$ cat config.mk
export PLATFORM = sky130hd
export DESIGN_NAME = msk_refresh_pipe_flat
export DESIGN_NICKNAME = d
export VERILOG_FILES = /design/src/rtl/msk_refresh_pipe_pkg.sv /design/src/rtl/msk_refresh_pipe_if.sv /design/src/rtl/msk_refresh_core.sv /design/src/rtl/msk_refresh_pipe.sv /design/src/flat_wrapper.sv
export SDC_FILE = /design/constraint.sdc
export NUM_CORES = 1
export LEC_CHECK = 0
export BUFFER_PORTS_ARGS = -buffer_cell sky130_fd_sc_hd__buf_2
export CORE_AREA = 2 2 39 41
export DETAILED_ROUTE_END_ITERATION = 8
export DIE_AREA = 0 0 41 43
export HOLD_SLACK_MARGIN = 0.05
export MAX_ROUTING_LAYER = met4
export PLACE_DENSITY = 0.57
export SLEW_MARGIN = 20
export SYNTH_ARGS = -nofsm -noshare
export SYNTH_HDL_FRONTEND = slang
export SYNTH_HIERARCHICAL = 1
export SYNTH_SLANG_ARGS = --single-unit
$ cat constraint.sdc
create_clock -name clk -period 1.9 [get_ports clk]
set_clock_uncertainty 0.1 [all_clocks]
set_input_delay 0.285 -clock clk [delete_from_list [all_inputs] [get_ports clk]]
set_output_delay 0.285 -clock clk [all_outputs]
set_load 0.005 [all_outputs]
$ cat src/rtl/msk_refresh_pipe_pkg.sv
// Shared types and index helpers for the masked refresh pipeline.
// Share j of sharing i sits at bit i*d+j; randomness bit k of sharing i at i*(d-1)+k.
package msk_refresh_pipe_pkg;

  typedef enum logic [1:0] {
    EMPTY = 2'd0,
    ONE   = 2'd1,
    TWO   = 2'd2
  } state_t;

  function automatic int share_idx(input int d, input int i, input int j);
    return i * d + j;
  endfunction

  function automatic int rnd_idx(input int d, input int i, input int k);
    return i * (d - 1) + k;
  endfunction

endpackage

$ cat src/rtl/msk_refresh_pipe_if.sv
// Bus bundle for the refresh pipe: input sharing, fresh randomness, output sharing.
// Handshake: a transfer happens on a rising edge where valid & ready; valid never waits on ready.
interface msk_refresh_pipe_if #(
  parameter int d     = 2,
  parameter int count = 1
);
  import msk_refresh_pipe_pkg::*;

  (* fv_type = "sharing", fv_latency = 1, fv_count = count *)
  logic [count*d-1:0]     in_shares;
  logic                   in_valid;
  logic                   in_ready;
  (* fv_type = "random", fv_count = 1 *)
  logic [count*(d-1)-1:0] rnd;
  logic                   rnd_valid;
  logic                   rnd_ready;
  (* fv_type = "sharing", fv_latency = 1, fv_count = count *)
  logic [count*d-1:0]     out_shares;
  logic                   out_valid;
  logic                   out_ready;
  state_t                 state;

  modport master (
    output in_shares, in_valid, rnd, rnd_valid, out_ready,
    input  in_ready, rnd_ready, out_shares, out_valid, state
  );

  modport slave (
    input  in_shares, in_valid, rnd, rnd_valid, out_ready,
    output in_ready, rnd_ready, out_shares, out_valid, state
  );

endinterface

$ cat src/rtl/msk_refresh_core.sv
// Combinational sum-zero refresh: each fresh bit masks share k+1 and is folded into share 0,
// so the XOR of every sharing is unchanged.
module msk_refresh_core
  import msk_refresh_pipe_pkg::*;
#(
  parameter int d     = 2,
  parameter int count = 1
) (
  (* fv_type = "sharing", fv_latency = 0, fv_count = count *)
  input  logic [count*d-1:0]     in_shares,
  (* fv_type = "random", fv_count = 1 *)
  input  logic [count*(d-1)-1:0] rnd,
  (* fv_type = "sharing", fv_latency = 0, fv_count = count *)
  output logic [count*d-1:0]     out_shares
);

  if (d < 2) begin : g_bad_d
    $error("msk_refresh_core: d must be at least 2");
  end

  always_comb begin
    out_shares = in_shares;
    for (int i = 0; i < count; i++) begin
      for (int k = 0; k < d - 1; k++) begin
        out_shares[share_idx(d, i, k + 1)] = out_shares[share_idx(d, i, k + 1)] ^ rnd[rnd_idx(d, i, k)];
        out_shares[share_idx(d, i, 0)]     = out_shares[share_idx(d, i, 0)] ^ rnd[rnd_idx(d, i, k)];
      end
    end
  end

endmodule

$ cat src/rtl/msk_refresh_pipe.sv
// Registered refresh stage: refresh is captured into a 2-entry buffer whose head entry drives
// out_shares straight from flops; ready never depends on out_ready.
module msk_refresh_pipe
  import msk_refresh_pipe_pkg::*;
#(
  parameter int d     = 2,
  parameter int count = 1
) (
  input  logic                clk,
  input  logic                rst_n,
  msk_refresh_pipe_if.slave   bus
);

  localparam int W = count * d;

  state_t         state_q, state_d;
  logic [W-1:0]   fresh;
  logic [W-1:0]   e0_q, e1_q, e0_d, e1_d;
  logic           armed_q;
  logic           full;
  logic           accept_ok;
  logic           in_fire;
  logic           out_fire;

  msk_refresh_core #(.d(d), .count(count)) u_core (
    .in_shares  (bus.in_shares),
    .rnd        (bus.rnd),
    .out_shares (fresh)
  );

  // Data and randomness are accepted together or not at all, so neither is ever wasted.
  assign full          = (state_q == TWO);
  assign accept_ok     = armed_q & ~full;
  assign bus.in_ready  = accept_ok & bus.rnd_valid;
  assign bus.rnd_ready = accept_ok & bus.in_valid;
  assign in_fire       = bus.in_valid & bus.in_ready;
  assign out_fire      = bus.out_valid & bus.out_ready;

  assign bus.out_valid  = (state_q != EMPTY);
  assign bus.out_shares = e0_q;
  assign bus.state      = state_q;

  always_ff @(posedge clk or negedge rst_n) begin
    if (!rst_n) begin
      state_q <= EMPTY;
      e0_q    <= '0;
      e1_q    <= '0;
      armed_q <= 1'b0;
    end else begin
      state_q <= state_d;
      e0_q    <= e0_d;
      e1_q    <= e1_d;
      armed_q <= 1'b1;
    end
  end

  // Vacated entries are zeroed so no stale shares linger in the buffer.
  always_comb begin
    state_d = state_q;
    e0_d    = e0_q;
    e1_d    = e1_q;
    case (state_q)
      EMPTY: begin
        if (in_fire) begin
          e0_d    = fresh;
          state_d = ONE;
        end
      end
      ONE: begin
        case ({in_fire, out_fire})
          2'b10: begin
            e1_d    = fresh;
            state_d = TWO;
          end
          2'b01: begin
            e0_d    = '0;
            state_d = EMPTY;
          end
          2'b11: begin
            e0_d    = fresh;
            state_d = ONE;
          end
          default: state_d = ONE;
        endcase
      end
      TWO: begin
        if (out_fire) begin
          e0_d    = e1_q;
          e1_d    = '0;
          state_d = ONE;
        end
      end
      default: begin
        state_d = EMPTY;
        e0_d    = '0;
        e1_d    = '0;
      end
    endcase
  end

endmodule

$ cat src/flat_wrapper.sv
// flat-port wrapper written by rule: the top's interface ports become plain ports
module msk_refresh_pipe_flat import msk_refresh_pipe_pkg::*;
#(
  parameter int d     = 2,
  parameter int count = 1
)
  (clk, rst_n, bus_in_shares, bus_in_valid, bus_rnd, bus_rnd_valid, bus_out_ready, bus_in_ready, bus_rnd_ready, bus_out_shares, bus_out_valid, bus_state);
  msk_refresh_pipe_if #(.d(d), .count(count)) bus_i ();
  input  logic clk;
  input  logic rst_n;
  input wire logic [$bits(bus_i.in_shares)-1:0] bus_in_shares;
  input wire logic [$bits(bus_i.in_valid)-1:0] bus_in_valid;
  input wire logic [$bits(bus_i.rnd)-1:0] bus_rnd;
  input wire logic [$bits(bus_i.rnd_valid)-1:0] bus_rnd_valid;
  input wire logic [$bits(bus_i.out_ready)-1:0] bus_out_ready;
  output wire logic [$bits(bus_i.in_ready)-1:0] bus_in_ready;
  output wire logic [$bits(bus_i.rnd_ready)-1:0] bus_rnd_ready;
  output wire logic [$bits(bus_i.out_shares)-1:0] bus_out_shares;
  output wire logic [$bits(bus_i.out_valid)-1:0] bus_out_valid;
  output wire logic [$bits(bus_i.state)-1:0] bus_state;
  assign bus_i.in_shares = bus_in_shares;
  assign bus_i.in_valid = bus_in_valid;
  assign bus_i.rnd = bus_rnd;
  assign bus_i.rnd_valid = bus_rnd_valid;
  assign bus_i.out_ready = bus_out_ready;
  assign bus_in_ready = bus_i.in_ready;
  assign bus_rnd_ready = bus_i.rnd_ready;
  assign bus_out_shares = bus_i.out_shares;
  assign bus_out_valid = bus_i.out_valid;
  assign bus_state = bus_i.state;
  msk_refresh_pipe #(.d(d), .count(count)) u_core (.clk(clk), .rst_n(rst_n), .bus(bus_i));
endmodule
==> run_results.csv, run 1 <==
group,metric,value,unit
critical_path,crit_arrival,1.87,ns
clock_tree,cts_sinks,7,
die,rows,14,
cells_and_area,final_core_util,44.48,%
synthesis,synthDistinctLibCells,22,
critical_path,critPathLaunch,"u_core/bus.state[1]$_DFFE_PN0P_",
cells_and_area,mostFrequentLayoutCell,"buf_2",
synthesis,synth_warnings,6,
grt,grt_pass1_vias,375,
synthesis,synth-xor-area-share,7.438,%
timing,rsz0062_at_grt,"no",
routing,firstDrtPassIters,4,
place,place_worst_setup_slack,0.06302,ns
die,fp.dieW,41,um
min_path,hold_path.class,"input pin to flop",
grt,grt_start_max_net_pins,8,
run,max-cap-violations,0,
cells_and_area,drive_above_1_share,45.59,%
routing,drt-initial-drc-count,10,
clock_tree,clk_pin_slew,0.05,ns
critical_path,worstPathRequired,1.93,ns
timing,post-route-min-period,1.833,ns
synthesis,synth_top_family_by_area,"compound AO/OA/AOI/OAI gates",
place,dp_hpwl,741.1,um
timing,setup_slack,0.06663,ns
clock_tree,ctsHtreeMaxLevel,1,
critical_path,reg2reg_from,"u_core/bus.state[1]$_DFFE_PN0P_",
power_and_ir_drop,leakage,0.3115,nW
cells_and_area,antenna_cells,0,
cells_and_area,nets,79,
synthesis,synth_seq_cells,7,
die,core_area,1384,um2
clock_tree,numCtsBuffers,3,
timing,whs,0.1877,ns
synthesis,syn_nets,54,
critical_path,ff2ff_path_depth,8,
clock_tree,clockBufferDepth,2,
power_and_ir_drop,ir_drop,546.2,uV
clock_tree,clkLatencyLatePin,0.25,ns
synthesis,netlist.area_leader.share,38.57,%
routing,remaining_drc_errors,0,
grt,grt_pass1_wl,1.587,mm
critical_path,cp_max_fo,4,
status,status,"complete, no violations",
synthesis,synth-simple-area-share,16.53,%
die,dieHeight,43,um
synthesis,synth_area,454.2,um2
critical_path,crit_end,"u_core/bus.out_shares[0]$_DFFE_PN0P_",
synthesis,synthTopCellsByArea,"dfrtp_1, a32o_1, ha_1, buf_6, mux2_2",
synthesis,synthMuxAreaShare,7.163,%
routing,vias,378,
timing,drv_slew,0,
synthesis,synthAdderAreaFrac,5.510,%
clock_tree,cts_root_buffer,"clkbuf_4",
routing,finalWirelength,951,um
synthesis,synth_area_per_cell,10.32,um2
routing,viasPerCell,4.500,
timing,fin_crit_sh,96.49,%
die,ios,15,
timing,setup_tns,0,ns
timing,clock.fmax,545.4,MHz
die,start_util,32.82,%
cells_and_area,fill_cells,145,
synthesis,synth-compound-area-share,16.53,%
routing,post_drt_wl_per_cell,11.32,um
critical_path,cp-start-kind,"flop",
timing,setup_viol,0,
synthesis,netlist_instances,44,
grt,grt_overflow,0,
timing,finalHoldViolCount,0,
grt,grt.total_usage,13.42,%
grt,antenna_found_initial,0,
routing,postRouteAntennaNets,0,
critical_path,r2r-end,"u_core/bus.out_shares[0]$_DFFE_PN0P_",
critical_path,r2r_slack,0.07,ns
place,place_congestion,0.8636,
synthesis,synth_area_leader_cell,"dfrtp_1",
power_and_ir_drop,power.density,1219,nW/um2
place,portBuffers,14,
synthesis,synth-seq-area-share,38.57,%
cells_and_area,area_growth,35.54,%
power_and_ir_drop,power,0.7504,mW
critical_path,crit_path_end_kind,"flop",
clock_tree,cts_tree,"yes",
die,die-area,1763,um2
cells_and_area,final_cell_mix,"buf_2, buf_4, dfrtp_1",
critical_path,crit_type,"flop to flop",
-- metrics by stage --
step	area, um2	instances
floorplan	456.7	44
global placement	561.8	77
detailed placement	561.8	77
CTS	598.1	82
global route	615.6	84
finish	615.6	84
-- where the power goes --
group          leakage, nW  internal [mW]  total, mW  switching, mW
Combinational        0.210          0.214      0.371          0.156
Sequential          0.0861          0.205      0.245         0.0398
Clock               0.0150         0.0801      0.135         0.0544
Total                0.312          0.500      0.750          0.251
-- synth_stat cells, drive strengths merged --
cell and number:
inv 3, nand2 3, o22ai 1, o21ai 3
nand3 1, o2bb2ai 1, buf 2, xnor2 1
a32o 3, nand2b 2, nand3b 1, nor2 2
and2 1, mux2i 1, a41oi 1, dfrtp 7
conb 1, ha 2, xor2 2, and3 2
nor2b 2, mux2 2
-- worst max-delay path: stages (launching register included) --
cell and delay (ns):
dfrtp_2 0.42, nor2_2 0.13, inv_1 0.06, nand2_1 0.10, inv_1 0.05, ha_1 0.21
nand2b_1 0.15, a32o_1 0.25, mux2_2 0.26
-- registers in the layout, summed over array words and instances, names as in the netlist --
signal,flops
u_core/bus.out_shares,2
u_core/bus.state,2
u_core/e1_q,2
u_core/armed_q,1
-- metal layers --
layer / share of wire [%] / GRT usage [%] / up-vias
li1: - / - / 202
met1: 47 / 19.33 / 168
met2: 49 / 18.44 / 8
met3: 4.2 / 1.571 / 0
met4: 0 / 6.000 / 0
met5: 0 / - / -
-- what timing repair did --
item / 4_1_cts / 5_1_grt
hold buffers: 1 / 0
buffers inserted: 0 / 2
resized for setup: 0 / 2
endpoints found under the setup margin: 0 / 1
hold endpoints to repair: 7 / 0
-- worst min-delay path by stage --
stage                     slack (ns)  cells after the start          start                         endpoint
after floorplan                -0.11                      0          rst_n         u_core/armed_q$_DFF_PN0_
after global placement          0.03                      1          rst_n         u_core/armed_q$_DFF_PN0_
after detailed placement        0.03                      1          rst_n  u_core/bus.state[1]$_DFFE_PN0P_
after CTS                       0.17                      2  bus_out_ready  u_core/bus.state[1]$_DFFE_PN0P_
after global routing            0.20                      2  bus_out_ready  u_core/bus.state[1]$_DFFE_PN0P_
final                           0.19                      2  bus_out_ready  u_core/bus.state[1]$_DFFE_PN0P_
-- area by class of cell --
cell class / instances / area [um2] / share of cell area [%]
Clock buffer: 4 / 26.28 / 4.268
Sequential cell: 7 / 177.7 / 28.86
Multi-Input combinational cell: 32 / 247.7 / 40.24
Timing Repair Buffer: 22 / 132.6 / 21.54
Tap cell: 16 / 20.02 / 3.252
Inverter: 3 / 11.26 / 1.829
-- kinds of logic after synthesis --
group,Yosys count
xor gates and xnor gates,3
AOI/OAI and AO/OA,9
muxes,3
DFF,7
buffers and inverters,5
adders and majority gates,2
and+or+nand+nor,14
other,1
Power figures use the tool's default switching activity.
==> run 2: changes to the inputs <==
- BUFFER_PORTS_ARGS: -buffer_cell sky130_fd_sc_hd__buf_2 -> default
- DONT_BUFFER_PORTS: default -> 1
- PLACE_DENSITY: 0.57 -> 0.46
- SYNTH_HIERARCHICAL: 1 -> default
==> run_results.csv, run 2 <==
group,metric,value,unit
status,status,"complete, no violations",
power_and_ir_drop,leakage,0.2734,nW
run,max-cap-violations,0,
timing,rsz0062_at_grt,"yes",
critical_path,crit_arrival,1.94,ns
die,start_util,32.37,%
timing,setup_viol,0,
die,fp.dieW,41,um
clock_tree,cts_tree,"yes",
timing,setup_slack,0.008613,ns
critical_path,crit_path_end_kind,"flop",
grt,grt_pass1_wl,1.538,mm
timing,clock.fmax,528.7,MHz
synthesis,synthTopCellsByCount,"dfrtp_1, inv_1, ha_1, nand2_1",
min_path,hold_path.class,"input pin to flop",
synthesis,synth_warnings,0,
power_and_ir_drop,power,0.7293,mW
critical_path,slowest_stage,"dfrtp_1",
timing,post-route-min-period,1.891,ns
critical_path,crit_type,"flop to flop",
synthesis,synthDistinctLibCells,24,
cells_and_area,area_growth,28.21,%
place,dp_hpwl,729.5,um
grt,grt_start_max_net_pins,8,
clock_tree,clockBufferDepth,2,
routing,post_drt_wl_per_cell,12.93,um
clock_tree,numCtsBuffers,3,
routing,remaining_drc_errors,0,
timing,fin_crit_sh,99.55,%
synthesis,synth_most_common_cell,"dfrtp_1",
cells_and_area,mostFrequentLayoutCell,"buf_4",
synthesis,synth_seq_cells,7,
grt,antenna_found_initial,0,
clock_tree,cts_sinks,7,
grt,grt_pass1_vias,367,
place,dp_cells,64,
synthesis,synth_area_per_cell,10.18,um2
routing,vias,358,
synthesis,synth-seq-area-share,39.11,%
place,place_congestion,0.6296,
critical_path,cp-start-kind,"flop",
die,die-area,1763,um2
synthesis,netlist.area_leader.share,39.11,%
timing,finalHoldViolCount,0,
critical_path,cpPeakStageDelay,0.39,ns
grt,grt.total_usage,13.74,%
synthesis,yosys_most_used_dff,"dfrtp_1",
power_and_ir_drop,ir_drop,652.2,uV
synthesis,synth_area_leader_cell,"dfrtp_1",
cells_and_area,drive_above_1_share,38.18,%
routing,finalWirelength,918,um
die,core_area,1384,um2
synthesis,async_reset_ff_share,100.0,%
critical_path,crit_chain,"or2b_1, nand4_1, inv_2, ha_4, nor4b_4, a21oi_2, mux2_1",
cells_and_area,stdcell_count,71,
die,dieHeight,43,um
cells_and_area,fill_cells,144,
critical_path,cp_max_fo,3,
routing,postRouteAntennaNets,0,
clock_tree,cts_root_buffer,"clkbuf_4",
cells_and_area,final_cell_mix,"buf_4, dfrtp_1, inv_1, clkbuf_4",
grt,grt_overflow,0,
routing,firstDrtPassIters,4,
cells_and_area,antenna_cells,0,
critical_path,worstPathRequired,1.94,ns
clock_tree,clkLatencyLatePin,0.26,ns
synthesis,synth_area,447.9,um2
clock_tree,clk_pin_slew,0.06,ns
cells_and_area,nets,67,
synthesis,synthTopCellsByArea,"dfrtp_1, ha_1, nor4b_4, mux2_1, o32ai_1",
routing,drt-initial-drc-count,2,
clock_tree,ctsHtreeMaxLevel,1,
die,rows,14,
place,portBuffers,0,
place,place_worst_setup_slack,-0.09590,ns
synthesis,netlist_instances,44,
synthesis,synth_edf_count,0,
die,ios,15,
timing,drv_slew,0,
power_and_ir_drop,power.density,1270,nW/um2
routing,viasPerCell,5.042,
synthesis,syn_nets,55,
-- run 2: cell types whose count changed after synthesis, sizes merged, moves of 2 or more --
| cell | delta |
|---|---|
| a21oi | +3 |
| a32o | -3 |
| o21ai | -3 |
| o32ai | +2 |
| xor2 | -2 |
-- run 2: cell families after synthesis --
kind of cell / after synthesis / share of synthesized area, %
fa+ha+maj: 3 / 8.381
mux: 2 / 5.028
compound gates: 8 / 12.57
flops: 7 / 39.11
xor+xnor: 2 / 3.911
buf+inv: 6 / 6.981
simple gates: 15 / 23.19
other cells: 1 / 0.8372
-- run 2: final timing paths --
path                                                 startpoint                                   end  slack (ns)  cells past startpoint
max                             u_core.bus.state[0]$_DFFE_PN0P_  u_core.bus.out_shares[0]$_DFFE_PN0P_       0.009                      7
min                                               bus_out_ready       u_core.bus.state[1]$_DFFE_PN0P_        0.09                      3
max reg2reg                     u_core.bus.state[0]$_DFFE_PN0P_  u_core.bus.out_shares[0]$_DFFE_PN0P_       0.009                      7
min reg2reg                u_core.bus.out_shares[0]$_DFFE_PN0P_  u_core.bus.out_shares[0]$_DFFE_PN0P_        0.42                      1
max in group asynchronous                                 rst_n       u_core.bus.state[1]$_DFFE_PN0P_        1.18                      1
min in group asynchronous                                 rst_n  u_core.bus.out_shares[0]$_DFFE_PN0P_        0.25                      1
-- run 2: layout make-up --
cell class	count	area [um2]	share of cell area [%]
clock buffer	3	22.52	3.922
clock inverter	1	5.005	0.8715
inverter	4	15.01	2.614
multi-input combinational	31	265.3	46.19
sequential	7	176.4	30.72
tap	16	20.02	3.486
timing repair buffer	9	70.07	12.20
-- run 2: metrics by stage --
step / util [%] / setup TNS (ns) / area, um2 / hold WS (ns)
final: 41.50 / 0 / 574.3 / 0.08801
after global routing: 41.50 / -0.2133 / 574.3 / 0.09813
after CTS: 41.05 / 0 / 568.0 / 0.08557
after detailed placement: 36.44 / -0.1765 / 504.2 / -0.1104
after global placement: 36.44 / -0.07331 / 504.2 / -0.1104
after floorplan: - / -0.1491 / 464.2 / -0.1106
-- run 2: critical path: cells and delay by family (launching register included) --
| kind | cells | cell delay (ns) |
|---|---|---|
| AOI/OAI and AO/OA | 1 | 0.08 |
| adders and majority gates | 1 | 0.17 |
| buffers and inverters | 1 | 0.07 |
| DFF | 1 | 0.39 |
| muxes | 1 | 0.31 |
| and+or+nand+nor | 3 | 0.66 |
-- run 2: layer usage --
metal  part of all wire, %  vias up  track usage [%]
li1                      -      174                -
met1                    42      172            15.67
met2                    51       10            21.88
met3                   5.1        2            1.571
met4                   2.7        0            8.000
met5                     0        -                -
-- run 2: report_power, final --
group / internal [mW] / switching, mW
sequential: 0.201 / 0.0289
clock: 0.0773 / 0.0631
combinational: 0.202 / 0.156
-- run 2: timing repair --
action                                  CTS  global route
pin swaps                                 1             2
setup buffers                             2             0
endpoints found under the hold margin     7             0
gates resized for setup                   3             2
endpoints found under the setup margin    2             2
hold buffers                              1             0
==> run 3: changes to the inputs <==
- ABC_AREA: default -> 1
- GPL_TIMING_DRIVEN: default -> 0
- PLACE_DENSITY: 0.46 -> 0.51
==> run_results.csv, run 3 <==
group,metric,value,unit
status,status,"complete, no violations",
clock_tree,clkLatencyLatePin,0.24,ns
synthesis,netlist_instances,74,
grt,antenna_found_initial,0,
critical_path,r2r_slack,0.17,ns
timing,drv_slew,0,
critical_path,critPathMostFrequentCell,"nand2_1",
synthesis,synth_warnings,0,
min_path,min-delay-start,"bus_out_ready",
routing,post_drt_wl_per_cell,9.663,um
critical_path,slowest_stage,"dfrtp_1",
die,dieHeight,43,um
critical_path,crit_chain,"nor2_1, nor2_1, ha_1, nor3_2, inv_1, nand2_1, nand2_1, nand2_1",
place,dp_hpwl,739.8,um
cells_and_area,mostFrequentLayoutCell,"nand2_1",
critical_path,cpPeakStageDelay,0.45,ns
grt,grt_overflow,0,
critical_path,cp_max_fo,5,
cells_and_area,final_cell_mix,"nand2_1, inv_1, dfrtp_1",
synthesis,synthDistinctLibCells,15,
synthesis,syn_nets,85,
run,max-cap-violations,0,
critical_path,worstPathRequired,1.98,ns
synthesis,synth-seq-area-share,34.83,%
synthesis,synthTopCellsByArea,"dfrtp_1, nand2_1, inv_1, ha_1, nor2_1",
die,die-area,1763,um2
die,core_area,1384,um2
synthesis,async_reset_ff_share,100.0,%
die,fp.dieW,41,um
critical_path,crit_arrival,1.82,ns
critical_path,crit_type,"flop to flop",
power_and_ir_drop,power.density,1133,nW/um2
clock_tree,clockBufferDepth,2,
critical_path,reg2reg_from,"u_core.bus.state[0]$_DFFE_PN0P_",
synthesis,synth_area_per_cell,6.797,um2
clock_tree,clk_pin_slew,0.05,ns
cells_and_area,antenna_cells,0,
synthesis,synth_seq_cells,7,
synthesis,netlist.area_leader.share,34.83,%
synthesis,synth_most_common_cell,"nand2_1",
routing,postRouteAntennaNets,0,
timing,setup_viol,0,
timing,post-route-min-period,1.734,ns
clock_tree,cts_root_buffer,"clkbuf_4",
synthesis,synthTopCellsByCount,"nand2_1, inv_1, dfrtp_1",
timing,setup_tns,0,ns
critical_path,r2r-end,"u_core.bus.out_shares[0]$_DFFE_PN0P_",
cells_and_area,final_cell_area,563.0,um2
synthesis,yosys_most_used_dff,"dfrtp_1",
place,detailed_place.area,523.0,um2
timing,finalHoldViolCount,0,
synthesis,synth_edf_count,0,
power_and_ir_drop,leakage,0.3261,nW
die,ios,15,
clock_tree,ctsHtreeMaxLevel,1,
die,rows,14,
grt,grt.total_usage,13.66,%
place,place_congestion,0.6709,
die,start_util,36.35,%
cells_and_area,ff_latch_area,175.2,um2
critical_path,ff2ff_path_depth,8,
cells_and_area,drive_above_1_share,13.92,%
timing,fin_crit_sh,91.25,%
timing,rsz0062_at_grt,"no",
min_path,min_to,"u_core.bus.state[1]$_DFFE_PN0P_",
routing,firstDrtPassIters,4,
clock_tree,cts_sinks,7,
routing,drt-initial-drc-count,8,
cells_and_area,area_growth,11.94,%
power_and_ir_drop,ir_drop,562.3,uV
routing,viasPerCell,4.379,
min_path,whs_path_depth,1,
grt,grt_start_max_net_pins,8,
critical_path,crit_path_end_kind,"flop",
min_path,hold_path.class,"input pin to flop",
place,portBuffers,0,
routing,vias,416,
cells_and_area,multi_input_area,264.0,um2
synthesis,synth_area_leader_cell,"dfrtp_1",
timing,clock.fmax,576.8,MHz
routing,finalWirelength,918,um
cells_and_area,fill_cells,155,
grt,grt_pass1_vias,398,
clock_tree,cts_tree,"yes",
cells_and_area,nets,91,
synthesis,synth_area,503.0,um2
clock_tree,numCtsBuffers,3,
timing,whs,0.07215,ns
routing,remaining_drc_errors,0,
grt,grt_pass1_wl,1.573,mm
critical_path,cp-start-kind,"flop",
## run 3: cell count changes in the layout (fill, tap and decap cells not counted), sizes merged, moves of 4 or more
cell / delta
inv: +14
buf: -8
nand2: +24
nor2: +4
## run 3: cell families after synthesis
kind of cell | synth area share [%]
fa+ha+maj | 7.463
simple gates | 33.83
buf+inv | 13.43
compound gates | 9.702
other cells | 0.7456
flops | 34.83
## run 3: layout make-up
type | instances | area share (%)
clock buffers | 4 | 4.667
inverters | 18 | 12.00
multi-input cells | 49 | 46.89
flip-flops and latches | 7 | 31.11
well taps | 16 | 3.556
repair buffers | 1 | 1.778
## run 3: what timing repair did
action                     4_1_cts  5_1_grt
buffers inserted                 0        0
gates resized for setup          0        1
hold buffers                     1        0
hold endpoints to repair         7        0
setup endpoints to repair        0        2
## run 3: critical path, delay by kind of cell, from the launching register on
family,cells,cell delay [ns]
and+or+nand+nor,6,0.79
DFF,1,0.45
adders and majority gates,1,0.26
buffers and inverters,1,0.07
## run 3: worst max-delay path by stage
stage,startpoint,endpoint,slack [ns],cells past startpoint
after floorplan,u_core.bus.state[1]$_DFFE_PN0P_,u_core.bus.out_shares[0]$_DFFE_PN0P_,0.35,8
after global placement,u_core.bus.state[1]$_DFFE_PN0P_,u_core.bus.out_shares[1]$_DFFE_PN0P_,0.15,8
after detailed placement,u_core.bus.state[1]$_DFFE_PN0P_,u_core.bus.out_shares[1]$_DFFE_PN0P_,0.15,8
after CTS,u_core.bus.state[1]$_DFFE_PN0P_,u_core.bus.out_shares[1]$_DFFE_PN0P_,0.13,8
after global routing,u_core.bus.state[1]$_DFFE_PN0P_,u_core.bus.out_shares[0]$_DFFE_PN0P_,0.006,8
final,u_core.bus.state[0]$_DFFE_PN0P_,u_core.bus.out_shares[0]$_DFFE_PN0P_,0.17,8
## run 3: through the flow
step / util (%) / power (mW) / setup WS [ns] / std cells
floorplan: - / 0.4577 / 0.3548 / 74
global placement: 37.79 / 0.5107 / 0.1519 / 90
detailed placement: 37.79 / 0.5077 / 0.1521 / 90
CTS: 40.42 / 0.6471 / 0.1284 / 95
global route: 40.69 / 0.7065 / 0.006211 / 95
finish: 40.69 / 0.6380 / 0.1662 / 95
## run 3: report_power, final
group	switching (mW)	internal [mW]	leakage [nW]
clock network	0.0477	0.0797	0.0150
registers	0.0489	0.199	0.0892
logic	0.168	0.0949	0.222
total	0.264	0.374	0.326
## run 3: per-layer routing
layer / global-route usage [%] / share of wire, % / vias up
met1: 17.79 / 50 / 173
met4: 10.00 / 0.87 / 0
met5: - / 0 / -
met2: 17.81 / 44 / 11
met3: 3.141 / 4.6 / 2
li1: - / - / 230
